==> config.mk <==
export PLATFORM = sky130hd
export DESIGN_NAME = vending_machine_change
export DESIGN_NICKNAME = d
export VERILOG_FILES = /design/src/rtl/vending_machine_change.sv
export SDC_FILE = /design/constraint.sdc
export NUM_CORES = 1
export LEC_CHECK = 0
export CAP_MARGIN = 20
export CORE_MARGIN = 2
export CORE_UTILIZATION = 49
export DETAILED_ROUTE_END_ITERATION = 7
export GPL_ROUTABILITY_DRIVEN = 1
export GPL_TIMING_DRIVEN = 1
export PLACE_DENSITY = 0.82
export RECOVER_POWER = 100
export SETUP_SLACK_MARGIN = 0.2
export SLEW_MARGIN = 20
export SYNTH_ARGS = -nofsm -noshare
export SYNTH_HDL_FRONTEND = slang
export SYNTH_SLANG_ARGS = --single-unit
==> constraint.sdc <==
create_clock -name clock -period 4.7 [get_ports clock]
set_input_delay 1.41 -clock clock [delete_from_list [all_inputs] [get_ports clock]]
set_output_delay 1.41 -clock clock [all_outputs]
set_load 0.1 [all_outputs]
==> src/rtl/vending_machine_change.sv <==
// Vending-machine controller: collects 5/10/25-cent coins as nickel credit and
// dispenses at PRICE_CENTS. Overpayment is returned as nickel pulses or carried forward.
module vending_machine_change #(
  parameter int PRICE_CENTS = 25,
  parameter bit CHANGE_EN   = 1'b1,
  localparam int PRICE_N    = PRICE_CENTS / 5,
  localparam int CREDIT_W   = $clog2(PRICE_N + 5)
) (
  input  logic                clock,
  input  logic                reset,
  input  logic                fiveCents,
  input  logic                tenCents,
  input  logic                twentyFiveCents,
  input  logic                cancel,
  output logic                theProduct,
  output logic                changeNickel,
  output logic                coinReject,
  output logic [CREDIT_W-1:0] credit,
  output logic                busy
);

  typedef enum logic [1:0] {COLLECT, VEND, CHANGE} state_t;

  localparam logic [CREDIT_W:0]   LP_PRICE_X = (CREDIT_W+1)'(PRICE_N);
  localparam logic [CREDIT_W-1:0] LP_PRICE   = CREDIT_W'(PRICE_N);

  state_t              r_state;
  logic [CREDIT_W-1:0] r_credit;

  logic [1:0]          w_ncoins;
  logic                w_any;
  logic                w_single;
  logic [2:0]          w_coin_val;
  logic [CREDIT_W:0]   w_sum;
  logic                w_full;
  logic                w_accept;
  logic [CREDIT_W-1:0] w_rem;

  assign w_ncoins = {1'b0, fiveCents} + {1'b0, tenCents} + {1'b0, twentyFiveCents};
  assign w_any    = fiveCents | tenCents | twentyFiveCents;
  assign w_single = (w_ncoins == 2'd1);

  always_comb begin
    w_coin_val = 3'd0;
    if (fiveCents)            w_coin_val = 3'd1;
    else if (tenCents)        w_coin_val = 3'd2;
    else if (twentyFiveCents) w_coin_val = 3'd5;
  end

  assign w_sum  = {1'b0, r_credit} + (CREDIT_W+1)'(w_coin_val);
  // A carried remainder can already cover the price when PRICE_N < 5; coins wait until it is spent.
  assign w_full = (r_credit >= LP_PRICE);
  assign w_rem  = r_credit - LP_PRICE;

  assign w_accept   = (r_state == COLLECT) && !cancel && !w_full && w_single;
  assign coinReject = w_any && !w_accept;

  always_ff @(posedge clock) begin
    if (reset) begin
      r_state  <= COLLECT;
      r_credit <= '0;
    end else begin
      case (r_state)
        COLLECT: begin
          if (w_full) begin
            r_state <= VEND;
          end else if (cancel) begin
            if (r_credit != '0) r_state <= CHANGE;
          end else if (w_single) begin
            r_credit <= w_sum[CREDIT_W-1:0];
            if (w_sum >= LP_PRICE_X) r_state <= VEND;
          end
        end
        VEND: begin
          r_credit <= w_rem;
          r_state  <= (CHANGE_EN && (w_rem != '0)) ? CHANGE : COLLECT;
        end
        CHANGE: begin
          if (r_credit <= CREDIT_W'(1)) begin
            r_credit <= '0;
            r_state  <= COLLECT;
          end else begin
            r_credit <= r_credit - CREDIT_W'(1);
          end
        end
        default: r_state <= COLLECT;
      endcase
    end
  end

  assign theProduct   = (r_state == VEND);
  assign changeNickel = (r_state == CHANGE);
  assign busy         = (r_state != COLLECT);
  assign credit       = r_credit;

endmodule

# Yosys cells after proc, flatten, opt, wreduce, memory -nomap -nowiden
# Index checks and enable logic that the tools add are counted.
[totals] regBits=6 inputBits=6 word_cells=52
[op_classes] n_eq_ne=10 order_cmp=3 n_bitwise=2 n_reduce_logical=14 n_mux=16 n_addsub=5
[op_table] operator="2-to-1 mux 4 bit" n=4
[op_table] operator="2-to-1 mux 2 bit" n=7
[op_table] operator="one-hot mux 4 bit (3 select lines)" n=1
[op_table] operator="2-to-1 mux 3 bit" n=3
[op_table] operator="!= test 4 x 3 -> 1 bit, second input constant" n=2
[op_table] operator="AND reduction 4 bit" n=2
[op_table] operator="nonzero test 4 bit" n=2
[op_table] operator="!= test 2 bit, second input constant" n=3
[op_table] operator="one-hot mux 2 bit (3 select lines)" n=1
[op_table] operator="adder 4 x 3 -> 5 bit" n=1
[op_table] operator="greater-or-equal comparator 5 x 3 -> 1 bit, second input constant" n=1
[op_table] operator="== test 2 x 1 -> 1 bit, second input constant" n=2
[op_table] operator="greater-or-equal comparator 4 x 3 -> 1 bit, second input constant" n=1
[op_table] operator="<= comparator 4 x 1 -> 1 bit, second input constant" n=1
[op_table] operator="logical AND 1 bit" n=4
[op_table] operator="!= test 4 bit, second input constant" n=1
[op_table] operator="subtractor 4 x 1 -> 4 bit, second input constant" n=1
[op_table] operator="subtractor 4 x 3 -> 4 bit, second input constant" n=1
[op_table] operator="zero test 1 bit" n=3
[op_table] operator="nonzero test 3 bit" n=1
[op_table] operator="adder 1 x 1 -> 2 bit" n=1
[op_table] operator="adder 2 x 1 -> 2 bit" n=1
[op_table] operator="== test 2 bit, second input constant" n=1
[op_table] operator="zero test 2 bit" n=1
[op_table] operator="other kinds (3)" n=4

# Longest topological paths before layout
[depth] word_depth=10 ltp_mapped=9 depth_no_buf=9

# Worst setup path before layout
# No wires, ideal clock.
[synth_timing] path_type="input to output" start="input port fiveCents" end="output port coinReject" path_stages=4 t_arrival_ns=2.998 t_required_ns=3.290 n_path_buf=0 path_slack_ns=0.292 path_cell_list="fa_1 -> or3b_1 -> a2111o_1 -> o31a_2"
[synth_between] elab_chain_len=6 elab_cells_between_ends=8 classes_between="add/sub: 2; eq/ne: 1; bitwise: 2; reduce/logical: 3"
[synth_lines] element="start: declaration" line_no="11" rtl="input logic fiveCents,"
[synth_lines] element="adder 1 x 1 -> 2 bit" line_no="39" rtl="assign w_ncoins = {1'b0, fiveCents} + {1'b0, tenCents} + {1'b0, twentyFiveCents};"
[synth_lines] element="adder 2 x 1 -> 2 bit" line_no="39"
[synth_lines] element="== test 2 x 1 -> 1 bit" line_no="41" rtl="assign w_single = (w_ncoins == 2'd1);"
[synth_lines] element="logical AND 1 bit" line_no="55" rtl="assign w_accept = (r_state == COLLECT) && !cancel && !w_full && w_single;"
[synth_lines] element="zero test 1 bit" line_no="56" rtl="assign coinReject = w_any && !w_accept;"
[synth_lines] element="logical AND 1 bit *" line_no="56"
[synth_lines] element="end: declaration" line_no="17" rtl="output logic coinReject,"
# Every way passes the cells marked *; elsewhere a longest branch is shown, timed or not.

# Worst setup path after layout
# Same ends and word-level chain as after synthesis.

==> run_results.csv <==
group,metric,value,unit
status,outcome,"complete, no violations",
clocking,cts_tree,"yes",
clocking,clock_path_buffers,2,
setup_path,endpoint_kind,"output port",
detailed_routing,via_count,682,
cells_and_area,nets,121,
detailed_routing,ant_nets,0,
detailed_routing,firstDrtPassIters,4,
synthesis,ys_types,36,
setup_path,cp.buffers_inverters,2,
cells_and_area,nFillCells,117,
setup_path,start_kind,"input pin",
timing,period_share,96.8,%
floorplanning,die_w,41.4,um
setup_path,slowest_delay,520,ps
cells_and_area,design_area,853,sq um
clocking,numClockSinks,6,
synthesis,ys_seq_area_share,17.5,%
clocking,cts_hold_buf,0,
clocking,cts_root_buffer,"clkbuf_4",
synthesis,synth_edf_count,0,
global_route,grt_pass1_vias,691,
setup_path,worstPathRequired,3290,ps
detailed_routing,viasPerCell,5.83,
synthesis,syn_nets,101,
cells_and_area,mostFrequentLayoutCell,"inv_1",
setup_path,reg2reg_to,"r_state[0]$_SDFFE_PP0P_",
global_route,grt_overflow_total,0,
timing,drv_slew,0,
place,port_buffers,13,
cells_and_area,area_delta_synth_final,24.2,%
detailed_routing,drt_iter0_markers,29,
floorplanning,dieArea,1720,sq um
clocking,clk_latency,250,ps
synthesis,synth_seq_cells,6,
timing,skew,3.97,ps
setup_path,slowest_stage,"fa_1",
timing,period_minus_slack,4550,ps
floorplanning,io_pins,14,
timing,max_slew_margin,34.5,%
setup_path,rrSetupSlack,2220,ps
clocking,cts_buffers,3,
cells_and_area,layout_common_cells,"11 x inv_1, 9 x ha_1, 7 x nor2_1, 7 x dlygate4sd3_1, 6 x dfxtp_1",
synthesis,postSynthAreaPerCell,8.18,sq um
setup_path,reg2reg_depth,7,
setup_path,reg2reg_from,"credit[0]$_SDFFE_PP0P_",
cells_and_area,drive_gt1_share,9.80,%
synthesis,synth_warnings,0,
flow_run,drv_cap,0,
global_route,grt_start_max_net_pins,11,
timing,worst_pin_slew,980,ps
timing,setup_violations,0,
place,dpl_cell_area,868,sq um
clocking,post_cts_buffers,0,
min_path,hold_end,"r_state[1]$_SDFFE_PP0P_",
floorplanning,core_area,1300,sq um
synthesis,netlist_instances,84,
global_route,antenna_found_initial,0,
clocking,cts_htree_levels,1,
timing,max_freq,220,MHz
detailed_routing,wire_per_inst,13.9,um
place,routabilityCongestion,0.898,
floorplanning,die-height,41.4,um
setup_path,worstPathMaxFanout,2,
setup_path,crit_arrival,3140,ps
min_path,hold_path_depth,2,
place,dp_hpwl,1310,um
min_path,hold_path_startpoint,"r_state[1]$_SDFFE_PP0P_",
synthesis,synth_ff_type,"dfxtp_1",
setup_path,crit_type,"in -> out",
synthesis,syn_area,687,sq um
cells_and_area,antenna_cells,0,
min_path,min_path_type,"reg -> reg",
global_route,gr-usage-all-layers,22.0,%
setup_path,critPathTopFamily,"adder cells",
timing,finalHoldViolations,0,
timing,rsz0062_at_grt,"true",
global_route,grt_first_pass_wirelength,2980,um
synthesis,async_reset_ff_share,0,%
detailed_routing,wirelength,1630,um
detailed_routing,drc,0,
floorplanning,start_util,52.8,%
setup_path,path_cells,"clkbuf_1 -> fa_1 -> or3b_1 -> a2111o_1 -> o31a_2 -> buf_4",
floorplanning,rows,13,
clocking,clkTransAtPathRegs,40,ps
## what timing repair did
item | 4_1_cts | 5_1_grt
gates resized for setup | 14 | 0
pin swaps | 1 | 0
setup endpoints to repair | 1 | 1
gates cloned | 0 | 0
## state kept, by name (all words and copies together) (netlist names)
signal / flops
credit: 4
r_state: 2
## synth_stat cells, types with 3 or more instances
cell type  count  area share (%)
ha_1           9              16
nor2_1         7             3.8
a311oi_1       3             3.8
inv_1         11             6.0
nand2b_1       3             2.7
nand2_1        5             2.7
dfxtp_1        6              17
a21oi_1        5             3.6
## kinds of logic (layout without fill, tap and decap cells)
logic type / Yosys count / after routing / share of synthesized area [%]
simple gates: 23 / 23 / 17.7
buf+inv: 13 / 31 / 7.10
xor+xnor: 3 / 3 / 3.83
flops: 6 / 6 / 17.5
compound gates: 28 / 28 / 31.7
fa+ha+maj: 11 / 11 / 22.2
## layout make-up
| class | count | area [sq um] | share of cell area [%] |
|---|---|---|---|
| inverters | 11 | 41.3 | 4.84 |
| multi-input cells | 65 | 514 | 60.3 |
| repair buffers | 17 | 136 | 16.0 |
| flip-flops and latches | 6 | 120 | 14.1 |
| clock buffers | 3 | 22.5 | 2.64 |
| well taps | 15 | 18.8 | 2.20 |
## worst max path at each step
stage                    from    endpoint  slack [ps]  cells after the start
floorplan           fiveCents  coinReject         290                      4
global placement    fiveCents  coinReject        -180                      6
detailed placement  fiveCents  coinReject        -220                      6
CTS                 fiveCents  coinReject         210                      6
global route        fiveCents  coinReject         110                      6
finish              fiveCents  coinReject         150                      6
## worst register-to-register path: cells and delay by family (launching register included)
| kind | cells | cell delay [ps] |
|---|---|---|
| fa+ha+maj | 2 | 670 |
| flops | 1 | 460 |
| simple gates | 2 | 460 |
| compound gates | 3 | 770 |
## through the flow
stage                     setup WS [ps]  utilization (%)  hold slack (ps)  cells  setup TNS, ps
after CTS                           207             68.0              574    117              0
after floorplan                     292                -              502     84              0
final                               152             65.6              570    117              0
after detailed placement           -225             66.7              569    114           -225
after global placement             -177             66.7              529    114           -177
after global routing                108             65.6              609    117              0
## per-layer routing
metal	part of all wire [%]	global-route usage [%]	vias to the layer above
met1	44	27.0	311
met3	5.3	7.39	6
li1	-	-	347
met5	0	0	-
met2	48	35.0	18
met4	2.8	9.03	0
Power is left out: the tool's default activity adds up to more than one toggle a clock period on the data nets, which glitch-free logic cannot reach.
==> edit (same settings) <==
`CHANGE_EN`: 1'b1 -> 1'b0.
--- a/src/rtl/vending_machine_change.sv
+++ b/src/rtl/vending_machine_change.sv
@@ -3,5 +3,5 @@
 module vending_machine_change #(
   parameter int PRICE_CENTS = 25,
-  parameter bit CHANGE_EN   = 1'b1,
+  parameter bit CHANGE_EN   = 1'b0,
   localparam int PRICE_N    = PRICE_CENTS / 5,
   localparam int CREDIT_W   = $clog2(PRICE_N + 5)
Formal check against the unedited RTL: not equivalent (Yosys sat finds a counterexample within 4 cycles, from zero or initial values and one cycle with reset high).
==> edit against the original RTL <==
- wire length about the same
- sequential cell count unchanged
- worst setup slack better by 0.044 ns
- synthesized area rose by 1.6%
- final area is 1.8% higher
- count of clock-buffer cells in the layout unchanged
- synthesized cell count did not move
- critical path type unchanged
Power is not shown: default switching activity piles up to over one toggle a cycle in this logic, so the estimate is an artifact.
==> edit: results (changes against the original RTL) <==
metric	value	unit	change
run_status	finished clean		
ys.flop_type	dfxtp_1		
yosys.cell_types.count	37		+2.8%
use_met1	0.255		-0.0148
grtUsageTotal	0.190		-0.0299
dp_hpwl	1.28	mm	-2.4%
grt_pass1_wl	2.66	mm	-11%
totalWireLength	1.63	mm	about the same
clock_latency	0.24	ns	
cp_max_fo	5		+3
worstMarginPinSlew	0.976	ns	-0.00331 ns
grt_use_met3	0.0261		-0.0478
grt_max_degree	13		+2
post_cts_resized	0		-14
hold_slack	0.507	ns	-0.0636 ns
drt_iter0_markers	21		-28%
dpl_cell_area	850	µm²	-2.2%
dp_cells	111		-2.6%
gp_congestion	0.938		+4.5%
arrival	3.09	ns	-0.05 ns
wl_met2	806	µm	+3.3%
synthXorXnorAreaFrac	0.0251		-0.0132
reg2reg_slack	2.35	ns	+0.13 ns
synth_compound_gate_area_share	0.319		+0.00206
min-delay-start	r_state[0]$_SDFFE_PP0P_		
cts-root-buf	clkbuf_4		
gr-usage-met2	0.306		-0.0437
worst_r2r_endpoint	r_state[1]$_SDFFE_PP0P_		
cts_made_buffers	3		unchanged
synth_common_cells	ha_1 (8), a21oi_1 (7), dfxtp_1 (6), inv_1 (6), o21ai_0 (6)		
fin_skew	0.00110	ns	-0.00288 ns
fmax	0.222	GHz	+0.99%
nNetsFinal	117		-3.3%
hold_end	r_state[0]$_SDFFE_PP0P_		
viasPerCell	6.11		+4.7%
synth_area_leaders	dfxtp_1 (17%), ha_1 (14%), fa_1 (5.7%), a21oi_1 (5.0%), o21ai_0 (4.3%)		
yosysSeqAreaShare	0.172		-0.00282
drive_above_1_share	0.101		+0.00297
drt-met1-wl	727	µm	+1.7%
cts_setup_buffers	0		unchanged
synthAdderAreaFrac	0.201		-0.0215
dr.pass1.iters	4		unchanged
via_count	696		+2.1%
synth_nets	100		-0.99%
dpl_worst_slack	0.279	ns	+0.504 ns
dr_wl_met3	91	µm	+5.8%
[edit: cell count changes in the layout (fill, tap and decap cells not counted), sizes merged, moves of 3 or more]
cell | before | now
nand3 | 1 | 4
clkbuf | 7 | 3
o21ai | 3 | 6
buf | 4 | 1
inv | 11 | 7
[edit: area by class of cell]
cell class | instances | area (µm²)
flip-flops and latches | 6 | 120
well taps | 15 | 18.8
multi-input cells | 70 | 541
clock buffers | 3 | 22.5
fillers | 121 | 449
inverters | 7 | 26.3
repair buffers | 13 | 140
[edit: critical path, stage by stage]
cell,delay [ns]
dlygate4sd3_1,0.61
fa_1,0.52
nor2b_2,0.19
a21oi_2,0.17
buf_12,0.19
[edit: kinds of logic after synthesis]
| group | Yosys count |
|---|---|
| AO/OA/AOI/OAI | 30 |
| XOR/XNOR | 2 |
| adder cells (fa/ha/maj) | 10 |
| buffers and inverters | 8 |
| flip-flops | 6 |
| AND/OR/NAND/NOR | 28 |
